## src/rtl/noc_flit_router_port_pkg.sv

```systemverilog
// Shared definitions for the NoC router input port: flit format constants and port FSM states.
package noc_pkg;

  localparam int unsigned FLIT_W        = 8;
  localparam int unsigned NUM_PORTS     = 4;
  localparam int unsigned FIFO_DEPTH    = 4;
  localparam int unsigned MAX_PKT_FLITS = 6;

  localparam logic [5:0]        HEADER_SIG = 6'b101111;
  localparam logic [FLIT_W-1:0] TAIL_FLIT  = 8'hFF;

  typedef enum logic [1:0] {
    IDLE = 2'd0,
    FWD  = 2'd1,
    DROP = 2'd2
  } port_state_e;

  function automatic logic has_header_sig(input logic [FLIT_W-1:0] flit);
    return flit[FLIT_W-1:2] == HEADER_SIG;
  endfunction

endpackage

```

## src/rtl/noc_flit_router_port_if.sv

```systemverilog
// Flit handshake bundle between the NI (master) and the router input port (slave).
interface noc_flit_router_port_if #(
  parameter int unsigned FLIT_W    = 8,
  parameter int unsigned NUM_PORTS = 4
);

  logic [FLIT_W-1:0]    in_flit;
  logic                 in_valid;
  logic                 in_ready;
  logic [FLIT_W-1:0]    out_flit;
  logic [NUM_PORTS-1:0] out_valid;
  logic [NUM_PORTS-1:0] out_ready;

  modport master (
    output in_flit, in_valid, out_ready,
    input  in_ready, out_flit, out_valid
  );

  modport slave (
    input  in_flit, in_valid, out_ready,
    output in_ready, out_flit, out_valid
  );

endinterface

```

## src/rtl/noc_flit_router_port_fifo.sv

```systemverilog
// flit_fifo: small synchronous FIFO, registered head, no write-to-read bypass.
module flit_fifo #(
  parameter int unsigned DEPTH = 4,
  parameter int unsigned WIDTH = 8
) (
  input  logic             clk,
  input  logic             rst_n,
  input  logic             push,
  input  logic [WIDTH-1:0] wdata,
  input  logic             pop,
  output logic             full,
  output logic             empty,
  output logic [WIDTH-1:0] head
);

  localparam int unsigned AW = (DEPTH > 1) ? $clog2(DEPTH) : 1;

  logic [WIDTH-1:0] mem [DEPTH];
  logic [AW-1:0]    wr_ptr;
  logic [AW-1:0]    rd_ptr;
  logic [AW:0]      count;
  logic             do_push;
  logic             do_pop;

  assign full    = (count == (AW+1)'(DEPTH));
  assign empty   = (count == '0);
  assign do_push = push && !full;
  assign do_pop  = pop && !empty;
  assign head    = mem[rd_ptr];

  always_ff @(posedge clk or negedge rst_n) begin
    if (!rst_n) begin
      for (int unsigned i = 0; i < DEPTH; i++) mem[i] <= '0;
      wr_ptr <= '0;
      rd_ptr <= '0;
      count  <= '0;
    end else begin
      if (do_push) begin
        mem[wr_ptr] <= wdata;
        wr_ptr      <= wr_ptr + AW'(1);
      end
      if (do_pop) rd_ptr <= rd_ptr + AW'(1);
      case ({do_push, do_pop})
        2'b10:   count <= count + (AW+1)'(1);
        2'b01:   count <= count - (AW+1)'(1);
        default: count <= count;
      endcase
    end
  end

endmodule

```

## src/rtl/noc_flit_router_port.sv

```systemverilog
// Router input port: buffers NI flits, routes each packet by header[1:0] until its tail.
// Optional header signature check enabled by defining NOC_HDR_CHECK_EN.
module noc_flit_router_port
  import noc_pkg::*;
#(
  parameter int unsigned FIFO_DEPTH = noc_pkg::FIFO_DEPTH
) (
  input  logic                  clk,
  input  logic                  rst_n,
  noc_flit_router_port_if.slave port,
  output logic                  busy,
  output logic                  len_err,
  output logic                  hdr_err
);

  localparam int unsigned RW = $clog2(NUM_PORTS);
  localparam int unsigned CW = $clog2(MAX_PKT_FLITS);

  port_state_e       state;
  logic [RW-1:0]     route_sel;
  logic [CW-1:0]     flit_cnt;
  logic              full;
  logic              empty;
  logic              push;
  logic              pop;
  logic [FLIT_W-1:0] head;
  logic              is_tail;
  logic              cnt_last;

  assign port.in_ready = !full;
  assign push          = port.in_valid && !full;
  assign port.out_flit = head;
  assign busy          = (state != IDLE);

  // The header always pops at flit_cnt==0, so an FF header cannot close the packet.
  assign is_tail  = (head == TAIL_FLIT) && (flit_cnt != '0);
  assign cnt_last = (flit_cnt == CW'(MAX_PKT_FLITS - 1));

  flit_fifo #(
    .DEPTH (FIFO_DEPTH),
    .WIDTH (FLIT_W)
  ) u_fifo (
    .clk   (clk),
    .rst_n (rst_n),
    .push  (push),
    .wdata (port.in_flit),
    .pop   (pop),
    .full  (full),
    .empty (empty),
    .head  (head)
  );

  always_comb begin
    pop            = 1'b0;
    port.out_valid = '0;
    case (state)
      FWD: begin
        port.out_valid[route_sel] = !empty;
        pop                       = !empty && port.out_ready[route_sel];
      end
      DROP:    pop = !empty;
      default: pop = 1'b0;
    endcase
  end

  always_ff @(posedge clk or negedge rst_n) begin
    if (!rst_n) begin
      state     <= IDLE;
      route_sel <= '0;
      flit_cnt  <= '0;
      len_err   <= 1'b0;
      hdr_err   <= 1'b0;
    end else begin
      len_err <= 1'b0;
      hdr_err <= 1'b0;
      case (state)
        IDLE: begin
          if (!empty) begin
            route_sel <= head[RW-1:0];
            flit_cnt  <= '0;
`ifdef NOC_HDR_CHECK_EN
            if (!has_header_sig(head)) begin
              hdr_err <= 1'b1;
              state   <= DROP;
            end else begin
              state <= FWD;
            end
`else
            state <= FWD;
`endif
          end
        end
        FWD, DROP: begin
          if (pop) begin
            flit_cnt <= flit_cnt + CW'(1);
            if (is_tail) begin
              state <= IDLE;
            end else if (cnt_last) begin
              len_err <= 1'b1;
              state   <= IDLE;
            end
          end
        end
        default: state <= IDLE;
      endcase
    end
  end

endmodule
```

## src/flat_wrapper.sv

```systemverilog
// flat-port wrapper written by rule: the top's interface ports become plain ports
module noc_flit_router_port_flat import noc_pkg::*;
#(
  parameter int unsigned FIFO_DEPTH = noc_pkg::FIFO_DEPTH
)
  (clk, rst_n, busy, len_err, hdr_err, port_in_flit, port_in_valid, port_out_ready, port_in_ready, port_out_flit, port_out_valid);
  noc_flit_router_port_if port_i ();
  input  logic clk;
  input  logic rst_n;
  output logic busy;
  output logic len_err;
  output logic hdr_err;
  input wire logic [$bits(port_i.in_flit)-1:0] port_in_flit;
  input wire logic [$bits(port_i.in_valid)-1:0] port_in_valid;
  input wire logic [$bits(port_i.out_ready)-1:0] port_out_ready;
  output wire logic [$bits(port_i.in_ready)-1:0] port_in_ready;
  output wire logic [$bits(port_i.out_flit)-1:0] port_out_flit;
  output wire logic [$bits(port_i.out_valid)-1:0] port_out_valid;
  assign port_i.in_flit = port_in_flit;
  assign port_i.in_valid = port_in_valid;
  assign port_i.out_ready = port_out_ready;
  assign port_in_ready = port_i.in_ready;
  assign port_out_flit = port_i.out_flit;
  assign port_out_valid = port_i.out_valid;
  noc_flit_router_port #(.FIFO_DEPTH(FIFO_DEPTH)) u_core (.clk(clk), .rst_n(rst_n), .port(port_i), .busy(busy), .len_err(len_err), .hdr_err(hdr_err));
endmodule
```

## config.mk

```make
export PLATFORM = sky130hd
export DESIGN_NAME = noc_flit_router_port_flat
export DESIGN_NICKNAME = d
export VERILOG_FILES = /design/src/rtl/noc_flit_router_port_pkg.sv /design/src/rtl/noc_flit_router_port_if.sv /design/src/rtl/noc_flit_router_port_fifo.sv /design/src/rtl/noc_flit_router_port.sv /design/src/flat_wrapper.sv
export SDC_FILE = /design/constraint.sdc
export NUM_CORES = 1
export LEC_CHECK = 0
export BUFFER_PORTS_ARGS = -buffer_cell sky130_fd_sc_hd__buf_2
export CAP_MARGIN = 40
export CORE_ASPECT_RATIO = 1.2
export CORE_MARGIN = 8
export CORE_UTILIZATION = 30
export DETAILED_ROUTE_END_ITERATION = 8
export PLACE_DENSITY = 0.56
export RECOVER_POWER = 50
export SETUP_SLACK_MARGIN = 0.02
export SLEW_MARGIN = 20
export SYNTH_ARGS = -nofsm -noshare
export SYNTH_HDL_FRONTEND = slang
export SYNTH_SLANG_ARGS = --single-unit
```

## constraint.sdc

```tcl
create_clock -name clk -period 2.7 [get_ports clk]
set_input_delay 0.27 -clock clk [delete_from_list [all_inputs] [get_ports clk]]
set_output_delay 0.27 -clock clk [all_outputs]
set_load 0.05 [all_outputs]
```

==> impl_metrics.yaml <==
outcome:
  outcome: "finished clean"
cts:
  cts_sinks: 46
  clock_path_buffers: 2
  clkTransAtPathRegs_ns: 0.09
  root_buffer: "clkbuf_8"
  clock_latency_ns: 0.30
  tritoncts: "built"
  post_cts_resized: 0
  htree_levels: 2
  cts_made_buffers: 5
yosys:
  synth-simple-area-share_pct: 8.02
  yosysWarnings: 0
  synth_area_per_cell_um2: 13.5
  synth-xor-area-share_pct: 2.32
  synthMuxAreaShare_pct: 27.2
  yosys.cell_types.count: 33
  synthAdderAreaFrac_pct: 5.31
  synth_compound_area_share_pct: 3.21
  yosysSeqAreaShare_pct: 50.9
  ys_seq_elements: 46
  syn_inst: 167
  synth_fp_nets: 191
  synth_top_family_by_area: "multiplexers"
  syn_area_mm2: 0.00226
sta:
  clock_skew_ns: 0.00809
  worstMarginPinSlew_ns: 1.12
  hold_viol: 0
  fin_crit_sh_pct: 89.3
  slew_viol_final: 0
  fin_ws_ns: 0.289
  fin_setup_tns_ns: 0
  max_freq_ghz: 0.415
  layout_min_cycle_time_ns: 2.41
  slew_headroom_pct: 25.1
  setup_viol: 0
  rsz0062_at_grt: "no"
die:
  start_util_pct: 31.1
  fp.dieW_um: 95.3
  core_mm2: 0.00727
  fp-row-count: 34
  die_h_um: 111
  num_io_pins: 31
  die-area_mm2: 0.0106
final_layout:
  final_layout_size_suffix_gt1_share_pct: 38.7
  post-route-util_pct: 35.8
  postLayoutCellArea_mm2: 0.00260
  antenna_cells: 0
  nets: 227
  fillers: 724
  final_cell_mix: "46 x dfrtp_1, 34 x mux2_2, 25 x buf_2"
  final_common_cell: "dfrtp_1"
  layout-area-overhead-vs-synth_pct: 15.1
min_path:
  min_path_type: "input port to flop"
global_route:
  gr-total-overflow: 0
  track_usage_pct: 9.16
  first_global_vias: 1462
  grt_max_degree: 22
  grt_pass1_wl_mm: 7.56
  antenna_found_initial: 0
worst_setup_path:
  crit_buf_inv: 2
  critPathTopFamily: "adder cells"
  end_kind: "flop"
  cp-start-kind: "flop"
  cp_max_fo: 6
  crit_chain: "mux4_2 -> and2_1 -> nand2_1 -> inv_1 -> ha_1 -> inv_1 -> fa_1 -> xor2_1 -> nor2_1 -> xor2_1"
  cpPeakStageDelay_ns: 0.44
  crit_required_ns: 2.93
  worstPathArrival_ns: 2.64
  slowest_stage: "dfrtp_1"
  crit_type: "flop to flop"
detailed_routing:
  antenna_left: 0
  firstDrtPassIters: 4
  drc: 0
  num_vias: 1390
  routed_wl_mm: 4.57
  drt_iter0_drc: 46
  viasPerCell: 4.73
  wl_per_cell_um: 15.5
run:
  drv_cap: 0
place:
  port_buffers: 29
  placed_area_mm2: 0.00251
  hpwl_mm: 3.37
  preCtsSetupSlack_ns: 0.263
  place_congestion: 0.762
[cell usage after synthesis]
master,n,area (um^2)
buf_6,1,11.3
inv_1,10,37.5
a21oi_1,2,10.0
a22o_1,1,8.76
nand3_1,2,10.0
o22ai_1,1,6.26
buf_4,1,7.51
o21ai_0,4,20.0
xor2_1,2,17.5
o21ai_1,1,5.00
ha_1,8,100
nor3_1,3,15.0
fa_1,1,20.0
buf_2,1,5.00
nor3b_1,3,22.5
o2111a_1,1,11.3
mux4_1,3,78.8
or3_1,1,6.26
nand2_1,9,33.8
clkbuf_1,1,3.75
nor2_1,6,22.5
mux2_2,34,383
mux4_2,5,113
and4_1,2,17.5
nor2b_1,1,6.26
xnor2_1,4,35.0
mux2i_1,4,40.0
a21boi_2,1,11.3
nor3_2,1,10.0
nand2_2,4,25.0
dfrtp_1,46,1150
conb_1,1,3.75
and2_1,2,12.5
[path summary, 6_finish.rpt]
path	endpoint	cells past startpoint	slack, ns	startpoint
max	u_core.u_fifo.count[2]$_DFFE_PN0P_	10	0.29	u_core.route_sel[0]$_DFFE_PN0P_
min	u_core.u_fifo.mem[30]$_DFFE_PN0P_	2	0.24	port_in_flit[6]
max reg2reg	u_core.u_fifo.count[2]$_DFFE_PN0P_	10	0.29	u_core.route_sel[0]$_DFFE_PN0P_
min reg2reg	u_core.u_fifo.mem[24]$_DFFE_PN0P_	1	0.51	u_core.u_fifo.mem[24]$_DFFE_PN0P_
max in group asynchronous	u_core.u_fifo.mem[31]$_DFFE_PN0P_	3	0.90	rst_n
min in group asynchronous	u_core.u_fifo.count[2]$_DFFE_PN0P_	2	0.42	rst_n
[metal layers]
layer	global-route usage (%)	vias up	part of all wire, %
li1	-	661	-
met1	11.9	688	46
met2	13.8	35	47
met3	2.64	6	6.1
met4	3.44	0	1.3
met5	0	-	0
[registers in the layout (all words and copies together) (netlist names)]
signal                flops
u_core.flit_cnt           3
u_core.u_fifo.mem        32
u_core.route_sel          2
u_core.u_fifo.wr_ptr      2
u_core.u_fifo.rd_ptr      2
u_core.len_err            1
u_core.state              1
u_core.u_fifo.count       3
[metrics by stage]
stage,cells,hold WS [ns]
2_1_floorplan,167,-0.0256
3_3_place_gp,285,0.131
3_5_place_dp,285,0.130
4_1_cts,294,0.231
5_1_grt,294,0.230
6_report,294,0.240
[cell families (layout without fill, tap and decap cells)]
family,after synthesis,count (layout)
XOR/XNOR,6,6
buffers and inverters,14,51
flip-flops,46,46
AO/OA/AOI/OAI,11,11
adder cells (fa/ha/maj),9,9
other,1,1
multiplexers,46,46
AND/OR/NAND/NOR,34,34
[final cells by class]
cell class | count | area, um^2 | share of cell area [%]
well taps | 90 | 113 | 4.33
flip-flops and latches | 46 | 1150 | 44.3
repair buffers | 33 | 165 | 6.35
inverters | 10 | 37.5 | 1.44
clock inverters | 3 | 21.3 | 0.818
multi-input cells | 107 | 1040 | 40.2
clock buffers | 5 | 68.8 | 2.65
[repair_timing]
| item | 4_1_cts | 5_1_grt |
|---|---|---|
| hold buffers | 1 | 0 |
| hold endpoints to repair | 7 | 0 |
| endpoints found under the setup margin | 0 | 0 |
| buffers inserted | 0 | 0 |
Power is left out: the tool's default activity adds up to more than one toggle a clock period on the data nets, which glitch-free logic cannot reach.
